`config.mk`:
```
export PLATFORM = sky130hd
export DESIGN_NAME = pc_fetch_unit
export DESIGN_NICKNAME = d
export VERILOG_FILES = /design/src/rtl/pc_fetch_unit.sv
export SDC_FILE = /design/constraint.sdc
export NUM_CORES = 1
export LEC_CHECK = 0
export CORE_MARGIN = 5
export CORE_UTILIZATION = 46
export DETAILED_ROUTE_END_ITERATION = 16
export GPL_TIMING_DRIVEN = 0
export PLACE_DENSITY = 0.84
export SLEW_MARGIN = 20
export SYNTH_ARGS = -nofsm -noshare
export SYNTH_HDL_FRONTEND = slang
export SYNTH_SLANG_ARGS = --single-unit
```
`constraint.sdc`:
```
create_clock -name clk -period 3.7 [get_ports clk]
set_input_delay 0.555 -clock clk [delete_from_list [all_inputs] [get_ports clk]]
set_output_delay 0.555 -clock clk [all_outputs]
set_load 0.02 [all_outputs]
```
`src/rtl/pc_fetch_unit.sv`:
```
// PC register and single-outstanding instruction fetch sequencer; FETCH_ALIGN_CHECK_EN enables odd-target fixup.
// Latency: reset release -> imem_req after 1 edge; imem_ack -> if_valid after 1 edge.
// Backpressure: if_ready low holds if_instr/if_pc and suppresses further fetches.
module pc_fetch_unit #(
   parameter logic [15:0] RESET_PC = 16'h0000,
   parameter int          DATA_W   = 16
) (
   input  logic              clk,
   input  logic              rst_n,
   output logic [15:0]       pc,
   input  logic [15:0]       next_pc,
   output logic              imem_req,
   output logic [15:0]       imem_addr,
   input  logic              imem_ack,
   input  logic [DATA_W-1:0] imem_rdata,
   output logic              if_valid,
   input  logic              if_ready,
   output logic [DATA_W-1:0] if_instr,
   output logic [15:0]       if_pc,
   input  logic              redirect_valid,
   input  logic [15:0]       redirect_pc,
   output logic              fetch_misalign
);

   typedef enum logic [1:0] {
      IDLE  = 2'd0,
      REQ   = 2'd1,
      VALID = 2'd2,
      FLUSH = 2'd3
   } state_t;

   state_t            state_q, state_d;
   logic [15:0]       pc_q, pc_d;
   logic [15:0]       flush_addr_q, flush_addr_d;
   logic [15:0]       if_pc_q, if_pc_d;
   logic [DATA_W-1:0] if_instr_q, if_instr_d;
   logic              if_valid_q, if_valid_d;
   logic              misalign_q, misalign_d;
   logic [15:0]       redirect_tgt;
   logic              redirect_odd;

`ifdef FETCH_ALIGN_CHECK_EN
   assign redirect_tgt = {redirect_pc[15:1], 1'b0};
   assign redirect_odd = redirect_pc[0];
`else
   assign redirect_tgt = redirect_pc;
   assign redirect_odd = 1'b0;
`endif

   always_ff @(posedge clk or negedge rst_n) begin
      if (!rst_n) begin
         state_q <= IDLE;
      end else begin
         state_q <= state_d;
      end
   end

   always_comb begin
      state_d = state_q;
      case (state_q)
         IDLE: begin
            state_d = REQ;
         end
         REQ: begin
            if (imem_ack) begin
               state_d = redirect_valid ? REQ : VALID;
            end else if (redirect_valid) begin
               state_d = FLUSH;
            end
         end
         VALID: begin
            if (redirect_valid || if_ready) begin
               state_d = REQ;
            end
         end
         FLUSH: begin
            // The stale request is finished by its ack; a redirect alone only retargets pc.
            if (imem_ack) begin
               state_d = REQ;
            end
         end
         default: begin
            state_d = IDLE;
         end
      endcase
   end

   always_comb begin
      imem_req  = 1'b0;
      imem_addr = pc_q;
      case (state_q)
         REQ: begin
            imem_req  = 1'b1;
            imem_addr = pc_q;
         end
         FLUSH: begin
            imem_req  = 1'b1;
            imem_addr = flush_addr_q;
         end
         default: begin
            imem_req  = 1'b0;
            imem_addr = pc_q;
         end
      endcase
   end

   always_comb begin
      pc_d         = pc_q;
      flush_addr_d = flush_addr_q;
      if_pc_d      = if_pc_q;
      if_instr_d   = if_instr_q;
      if_valid_d   = if_valid_q;
      misalign_d   = redirect_valid & redirect_odd;

      if (state_q == REQ) begin
         // Remember the in-flight address so a flush keeps presenting it.
         flush_addr_d = pc_q;
         if (imem_ack && !redirect_valid) begin
            if_instr_d = imem_rdata;
            if_pc_d    = pc_q;
            pc_d       = next_pc;
            if_valid_d = 1'b1;
         end
      end

      if ((state_q == VALID) && if_ready) begin
         if_valid_d = 1'b0;
      end

      if (redirect_valid) begin
         pc_d       = redirect_tgt;
         if_valid_d = 1'b0;
      end
   end

   always_ff @(posedge clk or negedge rst_n) begin
      if (!rst_n) begin
         pc_q         <= RESET_PC;
         flush_addr_q <= RESET_PC;
         if_pc_q      <= 16'h0000;
         if_instr_q   <= '0;
         if_valid_q   <= 1'b0;
         misalign_q   <= 1'b0;
      end else begin
         pc_q         <= pc_d;
         flush_addr_q <= flush_addr_d;
         if_pc_q      <= if_pc_d;
         if_instr_q   <= if_instr_d;
         if_valid_q   <= if_valid_d;
         misalign_q   <= misalign_d;
      end
   end

   assign pc             = pc_q;
   assign if_valid       = if_valid_q;
   assign if_instr       = if_instr_q;
   assign if_pc          = if_pc_q;
   assign fetch_misalign = misalign_q;

endmodule

```
==> results.json, run 1 <==
{
  "die_w_um": 90,
  "dpl.hpwl_um": 5110,
  "grt_remaining_overflow": 0,
  "reg2reg_depth": 5,
  "timing.hold.ws_ns": 0.175,
  "powerDensity_mw_per_mm2": 599,
  "core-area_mm2": 0.00628,
  "p_leak_nw": 1.81,
  "dp.cells": 386,
  "antenna-diode-count": 0,
  "vias_per_cell": 5.01,
  "hold_path.class": "input port to async pin",
  "post_cts_buffers": 0,
  "arrival_ns": 2.35,
  "hold_violations": 0,
  "grt.total_usage_pct": 17.8,
  "yosys_warnings": 0,
  "clock_sinks": 67,
  "drtIter0Drc": 19,
  "synth_cell_types": 21,
  "wirelength_um": 6970,
  "fmax_ghz": 0.344,
  "insertion_delay_ns": 0.33,
  "status": "finished clean",
  "maxCapViolations": 0,
  "area_delta_synth_final_pct": 49.2,
  "critPathKind": "register to output port",
  "row_count": 29,
  "drcViolationCount": 0,
  "synth_cells": 190,
  "setup_viol": 0,
  "ir_drop_v": 0.000374,
  "fin_crit_sh_pct": 78.5,
  "reg2reg_to": "if_pc[8]",
  "routabilityCongestion": 0.692,
  "htreeDepth": 3,
  "routed-via-count": 2015,
  "cts-root-buf": "clkbuf_8",
  "synth_xor_area_share_pct": 0,
  "syn_area_per_cell_um2": 15.5,
  "period_needed_ns": 2.90,
  "io_buffers": 118,
  "endpoint_kind": "output port",
  "layout-drive-gt1-share_pct": 36.3,
  "clkTransAtPathRegs_ns": 0.06,
  "startpoint_type": "register",
  "antenna_found_initial": 0,
  "postCtsHoldBufs": 0,
  "cts_resized": 0,
  "slew_headroom_pct": 56.6,
  "crit_fanout": 10,
  "clock_skew_ns": 0.00730,
  "firstDrtPassIters": 4,
  "finalNonFillerCells": 402,
  "synth_edf_count": 0,
  "tightest_slew_ns": 0.651,
  "cts_buffer_depth": 2,
  "postSynth.asyncResetShare_pct": 100,
  "io_pins": 120,
  "multiInputGateArea_mm2": 0.00118,
  "netlist_area_mm2": 0.00294,
  "synth-main-ff-cell": "dfrtp_1",
  "grt_pass1_wl_um": 11500,
  "grt_max_degree": 36,
  "grt_pass1_vias": 2184,
  "rrSetupSlack_ns": 1.92,
  "antenna_left": 0,
  "cts_made_buffers": 9,
  "dieArea_mm2": 0.00810,
  "synth_fp_nets": 243,
  "final_nets": 373,
  "seq_area_mm2": 0.00168,
  "die_height_um": 90,
  "seq_area_frac_synth_pct": 56.9,
  "synth_top_family_by_area": "multiplexers",
  "fill_cells": 452,
  "synth_seq_cells": 67,
  "muxShareOfSynthArea_pct": 36.7,
  "tns_ns": 0,
  "wire_per_inst_um": 17.3,
  "synth_compound_area_share_pct": 0.850,
  "fin_util_pct": 70.0,
  "synth-simple-area-share_pct": 2.42,
  "rr_startpoint": "state_q[1]",
  "worstPathRequired_ns": 3.14,
  "report.final.slew_viol_count": 0,
  "cts_tree": "built",
  "start_util_pct": 46.9,
  "synthAdderAreaFrac_pct": 0,
  "rsz0062_at_grt": "false"
}
[worst max-delay path, cell delays in order (launching register included)]
cell and delay, ns:
dfrtp_1 0.45, nand2_1 0.30, buf_2 0.35, mux2_2 0.38
clkdlybuf4s50_1 0.54
[how the worst max path moves through the flow]
| stage | start | endpoint |
|---|---|---|
| after floorplan | state_q[1] | imem_addr[10] |
| after global placement | rst_n | if_pc[2] |
| after detailed placement | state_q[0] | imem_addr[7] |
| after CTS | state_q[0] | imem_addr[7] |
| after global routing | state_q[1] | imem_addr[5] |
| final | state_q[0] | imem_addr[9] |
[per-stage QoR]
step | setup slack (ns) | power (mW) | area, um^2
after global routing | 0.697 | 2.78 | 4390
after floorplan | 1.90 | 1.61 | 2940
final | 0.795 | 2.63 | 4390
after CTS | 0.776 | 2.67 | 4390
after global placement | -0.157 | 2.13 | 4220
after detailed placement | 1.15 | 2.16 | 4240
[area by class of cell]
cell class                 instances  share of cell area [%]
sequential                        67                    38.2
tap                               77                    2.19
clock buffer                      13                    3.16
clock inverter                     3                   0.342
multi-input combinational        111                    26.9
inverter                           1                  0.0854
timing repair buffer             119                    27.3
buffer                            11                    1.88
[flip-flops by register name, indices dropped and copies added, names as in the netlist]
register,cells
if_valid,1
state_q,2
if_instr,16
pc,16
if_pc,16
flush_addr_q,16
[routing by layer]
layer / wire (um) / track usage [%] / vias to the layer above
met2: 3330 / 27.9 / 73
met4: 91 / 6.70 / 0
met5: 0 / 0 / -
met3: 557 / 6.09 / 9
met1: 2990 / 22.7 / 996
li1: - / - / 937
[placed cells by master (no fill, tap or decap)]
cell               n
clkdlybuf4s50_1  117
mux2_2            93
dfrtp_1           67
clkbuf_8           9
clkbuf_1           5
nand2_1            4
buf_6              4
buf_2              3
mux2_1             3
buf_4              3
clkinv_2           3
nand2b_1           1
inv_1              1
nor3_4             1
and3b_1            1
nor3b_1            1
buf_1              1
o21bai_1           1
nor2_4             1
nor2b_1            1
o21ai_0            1
a21oi_1            1
o211ai_1           1
conb_1             1
buf_12             1
[synthesized netlist by cell type (all sizes together) (4+ instances only)]
cell type | n | area, um^2
dfrtp | 67 | 1680
mux2 | 96 | 1080
buf | 10 | 78.8
nand2 | 4 | 15.0
[where the power goes]
group	switching [mW]	internal [mW]
Sequential	0.119	0.933
Clock	0.257	0.241
Combinational	0.477	0.603
Total	0.854	1.78
[kinds of logic (layout without fill, tap and decap cells)]
group	count (synthesis)	count (layout)
buffers and inverters	12	147
and+or+nand+nor	10	10
DFF	67	67
other	1	1
muxes	96	96
AOI/OAI and AO/OA	4	4
Power figures use the tool's default switching activity.
==> run 2: changes to the inputs <==
--- a/config.mk
+++ b/config.mk
@@ -6,10 +6,10 @@
 export NUM_CORES = 1
 export LEC_CHECK = 0
 export CORE_MARGIN = 5
-export CORE_UTILIZATION = 46
+export CORE_UTILIZATION = 43
 export DETAILED_ROUTE_END_ITERATION = 16
 export GPL_TIMING_DRIVEN = 0
-export PLACE_DENSITY = 0.84
+export PLACE_DENSITY = 0.79
 export SLEW_MARGIN = 20
 export SYNTH_ARGS = -nofsm -noshare
 export SYNTH_HDL_FRONTEND = slang
==> constraint.sdc (replaced) <==
create_clock -name clk -period 2.7 [get_ports clk]
set_input_delay 0.405 -clock clk [delete_from_list [all_inputs] [get_ports clk]]
set_output_delay 0.405 -clock clk [all_outputs]
set_load 0.02 [all_outputs]
==> results.json, run 2 (synthesis gave the netlist of run 1 again) <==
{
  "layout_common_cells": "clkdlybuf4s50_1 (117), mux2_2 (93), dfrtp_1 (67)",
  "area_delta_synth_final_pct": 52.0,
  "grt_max_degree": 38,
  "fmax_ghz": 0.394,
  "rsz0062_at_grt": "false",
  "final_common_cell": "clkdlybuf4s50_1",
  "period_needed_ns": 2.54,
  "die_w_um": 92.7,
  "insertion_delay_ns": 0.32,
  "io_buffers": 118,
  "io_pins": 120,
  "startpoint_type": "register",
  "dpl_cell_area_mm2": 0.00424,
  "die_height_um": 92.7,
  "core-area_mm2": 0.00672,
  "max_stage_delay_ns": 0.56,
  "cts-root-buf": "clkbuf_8",
  "grt_remaining_overflow": 0,
  "slew_headroom_pct": 56.2,
  "worstPathRequired_ns": 2.30,
  "tightest_slew_ns": 0.657,
  "grt.total_usage_pct": 17.4,
  "fin_area_mm2": 0.00448,
  "seq_area_mm2": 0.00168,
  "cts_buffer_depth": 2,
  "clock_sinks": 67,
  "wirelength_um": 6990,
  "crit_fanout": 10,
  "multiInputGateArea_mm2": 0.00118,
  "critPathKind": "register to output port",
  "clock_skew_ns": 0.00600,
  "routed-via-count": 2022,
  "postCtsHoldBufs": 0,
  "critical_path.cell_chain": "nand2_2 > buf_4 > mux2_2 > clkdlybuf4s50_1",
  "slowest_stage": "clkdlybuf4s50_1",
  "firstDrtPassIters": 4,
  "hold_violations": 0,
  "antenna-diode-count": 0,
  "final_nets": 373,
  "maxCapViolations": 0,
  "cts_made_buffers": 9,
  "hold_path.class": "input port to async pin",
  "dieArea_mm2": 0.00860,
  "setup_viol": 0,
  "fill_cells": 504,
  "endpoint_kind": "output port",
  "wire_per_inst_um": 17.3,
  "status": "finished clean",
  "drtIter0Drc": 17,
  "fin_crit_sh_pct": 94.0,
  "clkTransAtPathRegs_ns": 0.07,
  "p_leak_nw": 1.84,
  "antenna_left": 0,
  "start_util_pct": 43.8,
  "vias_per_cell": 4.99,
  "cts_tree": "built",
  "finalNonFillerCells": 405,
  "powerDensity_mw_per_mm2": 861,
  "dpl.hpwl_um": 5210,
  "dp.cells": 389,
  "drcViolationCount": 0,
  "row_count": 30,
  "post_cts_buffers": 0,
  "grt_pass1_vias": 2223,
  "report.final.slew_viol_count": 0,
  "routabilityCongestion": 0.690,
  "ir_drop_v": 0.000411,
  "arrival_ns": 2.13,
  "antenna_found_initial": 0,
  "layout-drive-gt1-share_pct": 37.5,
  "grt_pass1_wl_um": 11500,
  "htreeDepth": 3
}
## run 2: cell types whose count changed in the layout (fill, tap and decap cells not counted), sizes merged
cell,change
clkinv,-2
clkinvlp,+1
bufinv,+2
clkbuf,-1
## run 2: per-layer routing
metal	vias up	global-route usage (%)	routed length, um
li1	935	-	-
met5	-	0	0
met1	1004	21.8	2930
met2	77	28.5	3460
met3	6	5.69	548
met4	0	5.86	53
## run 2: worst max-delay path: cells and delay by family, from the launching register on
family	cells	cell delay, ns
buffers and inverters	2	0.80
AND/OR/NAND/NOR	1	0.20
flip-flops	1	0.46
multiplexers	1	0.35
## run 2: layout make-up
cell class                      count  share of cell area [%]
Sequential cell                    67                    37.5
Inverter                            1                  0.0839
Multi-Input combinational cell    111                    26.4
Timing Repair Buffer              119                    26.8
Tap cell                           80                    2.24
Clock buffer                       12                    3.47
Clock inverter                      4                    1.62
Buffer                             11                    1.90
## run 2: worst paths after layout
kind	endpoint	slack [ns]	cells after the start	from
max reg2reg	if_pc[13]	0.94	5	state_q[1]
max in group asynchronous	flush_addr_q[10]	2.15	2	rst_n
min reg2reg	if_pc[12]	0.49	1	if_pc[12]
max	imem_addr[6]	0.16	4	state_q[0]
min	if_instr[11]	0.01	1	rst_n
min in group clk	if_pc[12]	0.49	1	if_pc[12]
## run 2: power by group
| group | internal, mW | switching [mW] |
|---|---|---|
| Combinational | 0.829 | 0.657 |
| Sequential | 1.28 | 0.162 |
| Clock | 0.569 | 0.355 |
| Total | 2.68 | 1.17 |
## run 2: timing repair
| action | 4_1_cts | 5_1_grt |
|---|---|---|
| endpoints found under the setup margin | 10 | 10 |
| endpoints found under the hold margin | 0 | 0 |
| gates resized for setup | 1 | 1 |
## run 2: metrics by stage
| step | hold slack [ns] | util (%) | setup TNS (ns) | setup WS (ns) | total power [mW] |
|---|---|---|---|---|---|
| after floorplan | 0.109 | - | 0 | 1.05 | 2.20 |
| after global placement | 0.469 | 62.9 | -69.15 | -1.04 | 2.92 |
| after detailed placement | 0.367 | 63.1 | 0 | 0.293 | 2.97 |
| after CTS | 0.00709 | 66.6 | 0 | 0.00650 | 3.91 |
| after global routing | 0.0149 | 66.6 | 0 | 0.0531 | 4.07 |
| final | 0.0110 | 66.6 | 0 | 0.161 | 3.85 |
